$ cat src/rtl/button_debouncer.sv
// ============================================================================
// Module   : button_debouncer
// Purpose  : Push-button synchronizer and debouncer with optional auto-repeat
//            strobe (enabled by defining BUTTON_DEBOUNCER_AUTOREPEAT_EN).
// Revision : 1.0
// ============================================================================
`default_nettype none

module button_debouncer #(
    parameter int DEBOUNCE_CYCLES = 1000000,
    parameter int REPEAT_DELAY    = 50000000,
    parameter int REPEAT_PERIOD   = 20000000
) (
    input  logic clk,
    input  logic reset,
    input  logic button_in,
    output logic button_clean,
    output logic repeat_tick
);

    localparam int MAX_DR  = (DEBOUNCE_CYCLES > REPEAT_DELAY) ? DEBOUNCE_CYCLES : REPEAT_DELAY;
    localparam int MAX_ALL = (MAX_DR > REPEAT_PERIOD) ? MAX_DR : REPEAT_PERIOD;
    localparam int CNT_W   = $clog2(MAX_ALL);

    localparam logic [CNT_W-1:0] CNT_ZERO = '0;
    localparam logic [CNT_W-1:0] CNT_ONE  = CNT_W'(1);
    // The sample that leaves a STABLE state is the first qualifying one, so the
    // WAIT counter only has to see DEBOUNCE_CYCLES-1 further samples.
    localparam logic [CNT_W-1:0] DB_LAST  = CNT_W'(DEBOUNCE_CYCLES - 2);

    localparam logic [1:0] S_STABLE_LOW  = 2'd0;
    localparam logic [1:0] S_WAIT_HIGH   = 2'd1;
    localparam logic [1:0] S_STABLE_HIGH = 2'd2;
    localparam logic [1:0] S_WAIT_LOW    = 2'd3;

    logic             sync1_q;
    logic             sync2_q;
    logic [1:0]       state_q;
    logic [1:0]       state_d;
    logic [CNT_W-1:0] db_cnt_q;
    logic [CNT_W-1:0] db_cnt_d;
    logic             clean_q;
    logic             clean_d;
    logic             w_accept_high;
    logic             w_accept_low;

    always_ff @(posedge clk or negedge reset) begin
        if (!reset) begin
            sync1_q <= 1'b0;
            sync2_q <= 1'b0;
        end else begin
            sync1_q <= button_in;
            sync2_q <= sync1_q;
        end
    end

    assign w_accept_high = (state_q == S_WAIT_HIGH) && sync2_q  && (db_cnt_q == DB_LAST);
    assign w_accept_low  = (state_q == S_WAIT_LOW)  && !sync2_q && (db_cnt_q == DB_LAST);

    always_ff @(posedge clk or negedge reset) begin
        if (!reset) begin
            state_q  <= S_STABLE_LOW;
            db_cnt_q <= CNT_ZERO;
            clean_q  <= 1'b0;
        end else begin
            state_q  <= state_d;
            db_cnt_q <= db_cnt_d;
            clean_q  <= clean_d;
        end
    end

    always_comb begin
        state_d  = state_q;
        db_cnt_d = db_cnt_q;
        case (state_q)
            S_STABLE_LOW: begin
                db_cnt_d = CNT_ZERO;
                if (sync2_q) begin
                    state_d = S_WAIT_HIGH;
                end
            end
            S_WAIT_HIGH: begin
                if (!sync2_q) begin
                    state_d  = S_STABLE_LOW;
                    db_cnt_d = CNT_ZERO;
                end else if (w_accept_high) begin
                    state_d  = S_STABLE_HIGH;
                    db_cnt_d = CNT_ZERO;
                end else begin
                    db_cnt_d = db_cnt_q + CNT_ONE;
                end
            end
            S_STABLE_HIGH: begin
                db_cnt_d = CNT_ZERO;
                if (!sync2_q) begin
                    state_d = S_WAIT_LOW;
                end
            end
            S_WAIT_LOW: begin
                if (sync2_q) begin
                    state_d  = S_STABLE_HIGH;
                    db_cnt_d = CNT_ZERO;
                end else if (w_accept_low) begin
                    state_d  = S_STABLE_LOW;
                    db_cnt_d = CNT_ZERO;
                end else begin
                    db_cnt_d = db_cnt_q + CNT_ONE;
                end
            end
            default: begin
                state_d  = S_STABLE_LOW;
                db_cnt_d = CNT_ZERO;
            end
        endcase
    end

    always_comb begin
        clean_d = clean_q;
        if (w_accept_high) begin
            clean_d = 1'b1;
        end else if (w_accept_low) begin
            clean_d = 1'b0;
        end
    end

    assign button_clean = clean_q;

`ifdef BUTTON_DEBOUNCER_AUTOREPEAT_EN
    localparam logic [CNT_W-1:0] RD_LAST = CNT_W'(REPEAT_DELAY - 1);
    localparam logic [CNT_W-1:0] RP_LAST = CNT_W'(REPEAT_PERIOD - 1);

    logic [CNT_W-1:0] rep_cnt_q;
    logic [CNT_W-1:0] rep_cnt_d;
    logic             rep_first_q;
    logic             rep_first_d;
    logic             tick_q;
    logic             tick_d;
    logic             w_rep_hit;

    // Keyed on the accepted level only, so a rejected release bounce
    // leaves the repeat schedule running.
    assign w_rep_hit = rep_first_q ? (rep_cnt_q == RP_LAST) : (rep_cnt_q == RD_LAST);

    always_ff @(posedge clk or negedge reset) begin
        if (!reset) begin
            rep_cnt_q   <= CNT_ZERO;
            rep_first_q <= 1'b0;
            tick_q      <= 1'b0;
        end else begin
            rep_cnt_q   <= rep_cnt_d;
            rep_first_q <= rep_first_d;
            tick_q      <= tick_d;
        end
    end

    always_comb begin
        rep_cnt_d   = rep_cnt_q;
        rep_first_d = rep_first_q;
        tick_d      = 1'b0;
        if (!clean_q || w_accept_low) begin
            rep_cnt_d   = CNT_ZERO;
            rep_first_d = 1'b0;
        end else if (w_rep_hit) begin
            rep_cnt_d   = CNT_ZERO;
            rep_first_d = 1'b1;
            tick_d      = 1'b1;
        end else begin
            rep_cnt_d = rep_cnt_q + CNT_ONE;
        end
    end

    assign repeat_tick = tick_q;
`else
    assign repeat_tick = 1'b0;
`endif

endmodule

`default_nettype wire

$ cat config.mk
export PLATFORM = sky130hd
export DESIGN_NAME = button_debouncer
export DESIGN_NICKNAME = d
export VERILOG_FILES = /design/src/rtl/button_debouncer.sv
export SDC_FILE = /design/constraint.sdc
export NUM_CORES = 1
export LEC_CHECK = 0
export CAP_MARGIN = 20
export CORE_UTILIZATION = 59
export CTS_CLUSTER_DIAMETER = 80
export DETAILED_ROUTE_END_ITERATION = 10
export PLACE_DENSITY_LB_ADDON = 0.05
export SKIP_LAST_GASP = 1
export SYNTH_ARGS = -nofsm -noshare
export SYNTH_HDL_FRONTEND = slang
export SYNTH_SLANG_ARGS = --single-unit
$ cat constraint.sdc
create_clock -name clk -period 2.75 [get_ports clk]
set_input_delay 0.275 -clock clk [delete_from_list [all_inputs] [get_ports clk]]
set_output_delay 0.275 -clock clk [all_outputs]
set_load 0.01 [all_outputs]
# [Word level (Yosys, flattened, before mapping)]
# Index checks and enable logic that the tools add are counted.
[classes] add_sub_neg=1 eq_ne=8 muxes=14 reduce_logical=9
[ops] op="two-way mux 26 bit" n=4
[ops] op="case mux 26 bit (3 select lines)" n=1
[ops] op="adder 26 x 1 -> 26 bit (second input constant)" n=1
[ops] op="== test 26 x 20 -> 1 bit (second input constant)" n=1
[ops] op="two-way mux 2 bit" n=6
[ops] op="case mux 2 bit (4 select lines)" n=1
[ops] op="!= test 3 bit (second input constant)" n=2
[ops] op="== test 2 bit (second input constant)" n=2
[ops] op="logical AND 1 bit" n=4
[ops] op="!= test 2 bit (second input constant)" n=2
[ops] op="AND reduction 4 bit" n=1
[ops] op="== test 2 x 1 -> 1 bit (second input constant)" n=1
[ops] op="zero test 2 bit" n=1
[ops] op="two-way mux 1 bit" n=2
[ops] op="nonzero test 2 bit" n=1
[ops] op="OR reduction 2 bit" n=1
[ops] op="zero test 1 bit" n=1
[word_totals] register_bits=31 input_bits=3 output_inout_bits=2 wordCells=37

# [Depth between registers and ports, before layout]
[depth] word_depth=6 depth_mapped=7 ltp_nobuf=6

# [Worst setup path after synthesis]
# OpenSTA, ideal clock, no wires.
[synth_timing] kind="flip-flop to flip-flop" startpoint="register db_cnt_q[0]" endpoint="register db_cnt_q[22]" setup_ns=0.078 t_arrival_ns=1.982 t_required_ns=2.672 path_slack_ns=0.690 stages_incl_launch_ff=7 n_path_buf=1 synth_period_minus_slack_ns=2.060 path_cell_list="dfrtp_1 ha_1 nand3_2 or4_4 buf_6 or4_1 a21oi_1"
[synth_via] elab_chain_len=5
[synth_lines] item="start, declared" line="40" rtl="logic [CNT_W-1:0] db_cnt_q;"
[synth_lines] item="start signal, assigned" line="67" rtl="db_cnt_q <= db_cnt_d;"
[synth_lines] item="parallel branches: the longest is 4 deep, another holds adder 26 x 1 -> 26 bit"
[synth_lines] item="case mux 26 bit (3 select lines) *" line="75" rtl="case (state_q)"
[synth_lines] item="via db_cnt_d[22]" line="41" rtl="logic [CNT_W-1:0] db_cnt_d;"
# Mark *: on every way through the listed nets, which the timed path passes.
# A chain may end at the register's enable or synchronous reset.

# [Final worst setup path]
[layout_timing] startpoint="register db_cnt_q[0]" endpoint="register db_cnt_q[24]"
# Same word-level chain as after synthesis.

==> run_results.csv <==
group,metric,value,unit
global_route,globalRouteOverflowTotal,0,
placement,globalplace.congestion,0.866,
synth,netlist.area_leader.share,50.1,%
detailed_routing,vias,1206,
sta,finClkSkew,7.86,ps
clocking,holdBufCountCts,0,
die,rows,18,
final_layout,seqCellArea,776,sq um
min_path,hp-class,"in2async",
synth,ys_seq_area_share,50.1,%
placement,dpl_worst_slack,616,ps
clocking,ctsResizeCount,0,
clocking,cts.clk_slew.worst_paths,100,ps
critical_path,crit_path_top_delay_cell,"or4_4",
critical_path,cp_top_family,"simple AND/OR/NAND/NOR gates",
global_route,grt_use_total,24.7,%
critical_path,crit_type,"reg2reg",
synth,postSynthCellCount,157,
die,die_height,53.2,um
final_layout,layout-drive-gt1-share,8.43,%
critical_path,path_max_fanout,12,
power,ir_drop,400,uV
critical_path,cp_slowest_stage_delay,610,ps
critical_path,start_kind,"register",
placement,placed_area,1610,sq um
sta,setup_ws,603,ps
status,outcome,"complete, no violations",
critical_path,worstSetupEndpointType,"register",
critical_path,r2r-start,"db_cnt_q[0]",
clocking,cts_setup_buffers,0,
final_layout,fill_cells,193,
final_layout,area_growth,7.03,%
sta,fin_crit_sh,78.1,%
die,die-area,2830,sq um
die,die_w,53.2,um
critical_path,cp_num_buf_inv,0,
clocking,cts.sinks,31,
final_layout,n_antenna_cell,0,
die,num_io_pins,5,
synth,synth_top_area_cell,"dfrtp_1",
synth,yosys_warnings,0,
critical_path,cp-startpoint,"db_cnt_q[0]",
final_layout,final_net_count,170,
clocking,clk-insertion-delay-late,340,ps
detailed_routing,wire_per_inst,14.8,um
detailed_routing,drtIter0Drc,23,
detailed_routing,dr.pass1.iters,4,
detailed_routing,viasPerCell,6.15,
die,coreArea,2480,sq um
global_route,antenna_found_initial,0,
final_layout,final_common_cell,"dfrtp_1",
final_layout,design_area,1660,sq um
detailed_routing,routed_wl,2.91,mm
synth,synth_seq_cells,31,
detailed_routing,detail-route-antenna-nets,0,
sta,finalHoldViolations,0,
clocking,htreeDepth,2,
critical_path,worstPathArrival,2410,ps
global_route,grt_pass1_wl,4.79,mm
sta,slew_violations,0,
die,initial_core_util,62.5,%
critical_path,crit_chain,"ha_1 -> nand3_2 -> or4_4 -> or4_1 -> a21oi_1",
critical_path,cp.required,3020,ps
synth,synth_area,1550,sq um
synth,synth_nets,162,
synth,synth.distinct_cells,32,
synth,syn_area_per_cell,9.87,sq um
global_route,grt_pass1_vias,1056,
sta,rsz0062_at_grt,"no",
sta,setup_violations,0,
placement,port_buffers,3,
sta,hold-worst-slack,324,ps
clocking,cts.path.max_buffers,2,
sta,fmax,466,MHz
clocking,numCtsBuffers,5,
synth,synth_area_leaders,"dfrtp_1, xnor2_1, a21oi_1, nor2_1, or4_1",
flow_run,maxCapViolCount,0,
placement,post-dp-hpwl,2.01,mm
detailed_routing,drc_errors,0,
final_layout,multi_input_area,713,sq um
sta,tns,0,ps
sta,timing.final.crit_period,2150,ps
power,total_leakage_power,0.000618,uW
final_layout,layout_common_cells,"dfrtp_1, nor2_1, a21oi_1",
global_route,grt_max_degree,32,
clocking,cts_tree,"yes",
power,p_per_area,444,nW/um^2
clocking,cts.root.buffer_cell,"clkbuf_4",
==> report_power, final <==
group          internal (uW)  switching, uW  leakage, uW
registers                459           2.76     0.000425
clock network           94.8            155    0.0000347
logic                   6.93           18.4     0.000158
==> routing by layer <==
layer	vias to the layer above	track usage [%]	wire, um
met3	6	9.48	99
met4	0	9.21	46
li1	590	-	-
met5	-	0	0
met1	597	31.4	1370
met2	13	37.5	1390
==> worst register-to-register path: stages, from the launching register on <==
cell	delay (ps)
dfrtp_1	410
ha_1	250
nand3_2	150
or4_4	610
or4_1	520
a21oi_1	150
==> cell type report <==
class	instances	area share, %
multi-input combinational	113	43.0
timing repair buffer	5	2.72
clock buffer	5	2.26
sequential	31	46.8
tap	30	2.26
inverter	9	2.04
clock inverter	3	0.906
==> metrics by stage <==
step	utilization (%)	cells	power, uW
floorplan	-	157	481
global placement	64.8	188	496
detailed placement	64.8	188	497
CTS	66.9	196	748
global route	66.9	196	770
finish	66.9	196	737
==> cells by family after synthesis <==
family                   after synthesis  synth area share [%]
AO/OA/AOI/OAI                         28                  10.9
buffers and inverters                 13                  3.88
adder cells (fa/ha/maj)                2                  1.62
AND/OR/NAND/NOR                       68                  25.2
multiplexers                           1                 0.727
flip-flops                            31                  50.1
other                                  1                 0.242
XOR/XNOR                              13                  7.35
==> final timing paths <==
kind	end	slack, ps	cells past startpoint
max in group asynchronous	db_cnt_q[1]	2140	2
worst max-delay path	db_cnt_q[24]	600	5
worst max register to register	db_cnt_q[24]	600	5
worst min register to register	sync2_q	360	0
min in group clk	sync2_q	360	0
worst min-delay path	asynchronous set/reset pin	320	2
==> cells in the mapped netlist <==
cell type	instances
a21oi_1	12
nand3_2	1
nor4_1	6
nor2_1	16
nand3_1	5
and4_1	2
o31ai_1	5
mux2_2	1
o21ai_0	7
nand3_4	1
inv_1	9
buf_6	1
clkbuf_1	2
o22a_1	1
or4_1	8
dfrtp_1	31
o211ai_1	1
xnor2_1	10
ha_1	2
buf_4	1
and3_1	1
nor3b_1	1
xor2_1	3
nor3_1	4
nand4_1	6
o31a_1	1
nand2_1	8
conb_1	1
or4_4	1
or3_1	7
o41a_1	1
and2_1	1
==> state kept, by name (all words and copies together), names as in the netlist, named ones only <==
name          flops
db_cnt_q         26
sync1_q           1
sync2_q           1
button_clean      1
state_q           1
Power figures use the tool's default switching activity.
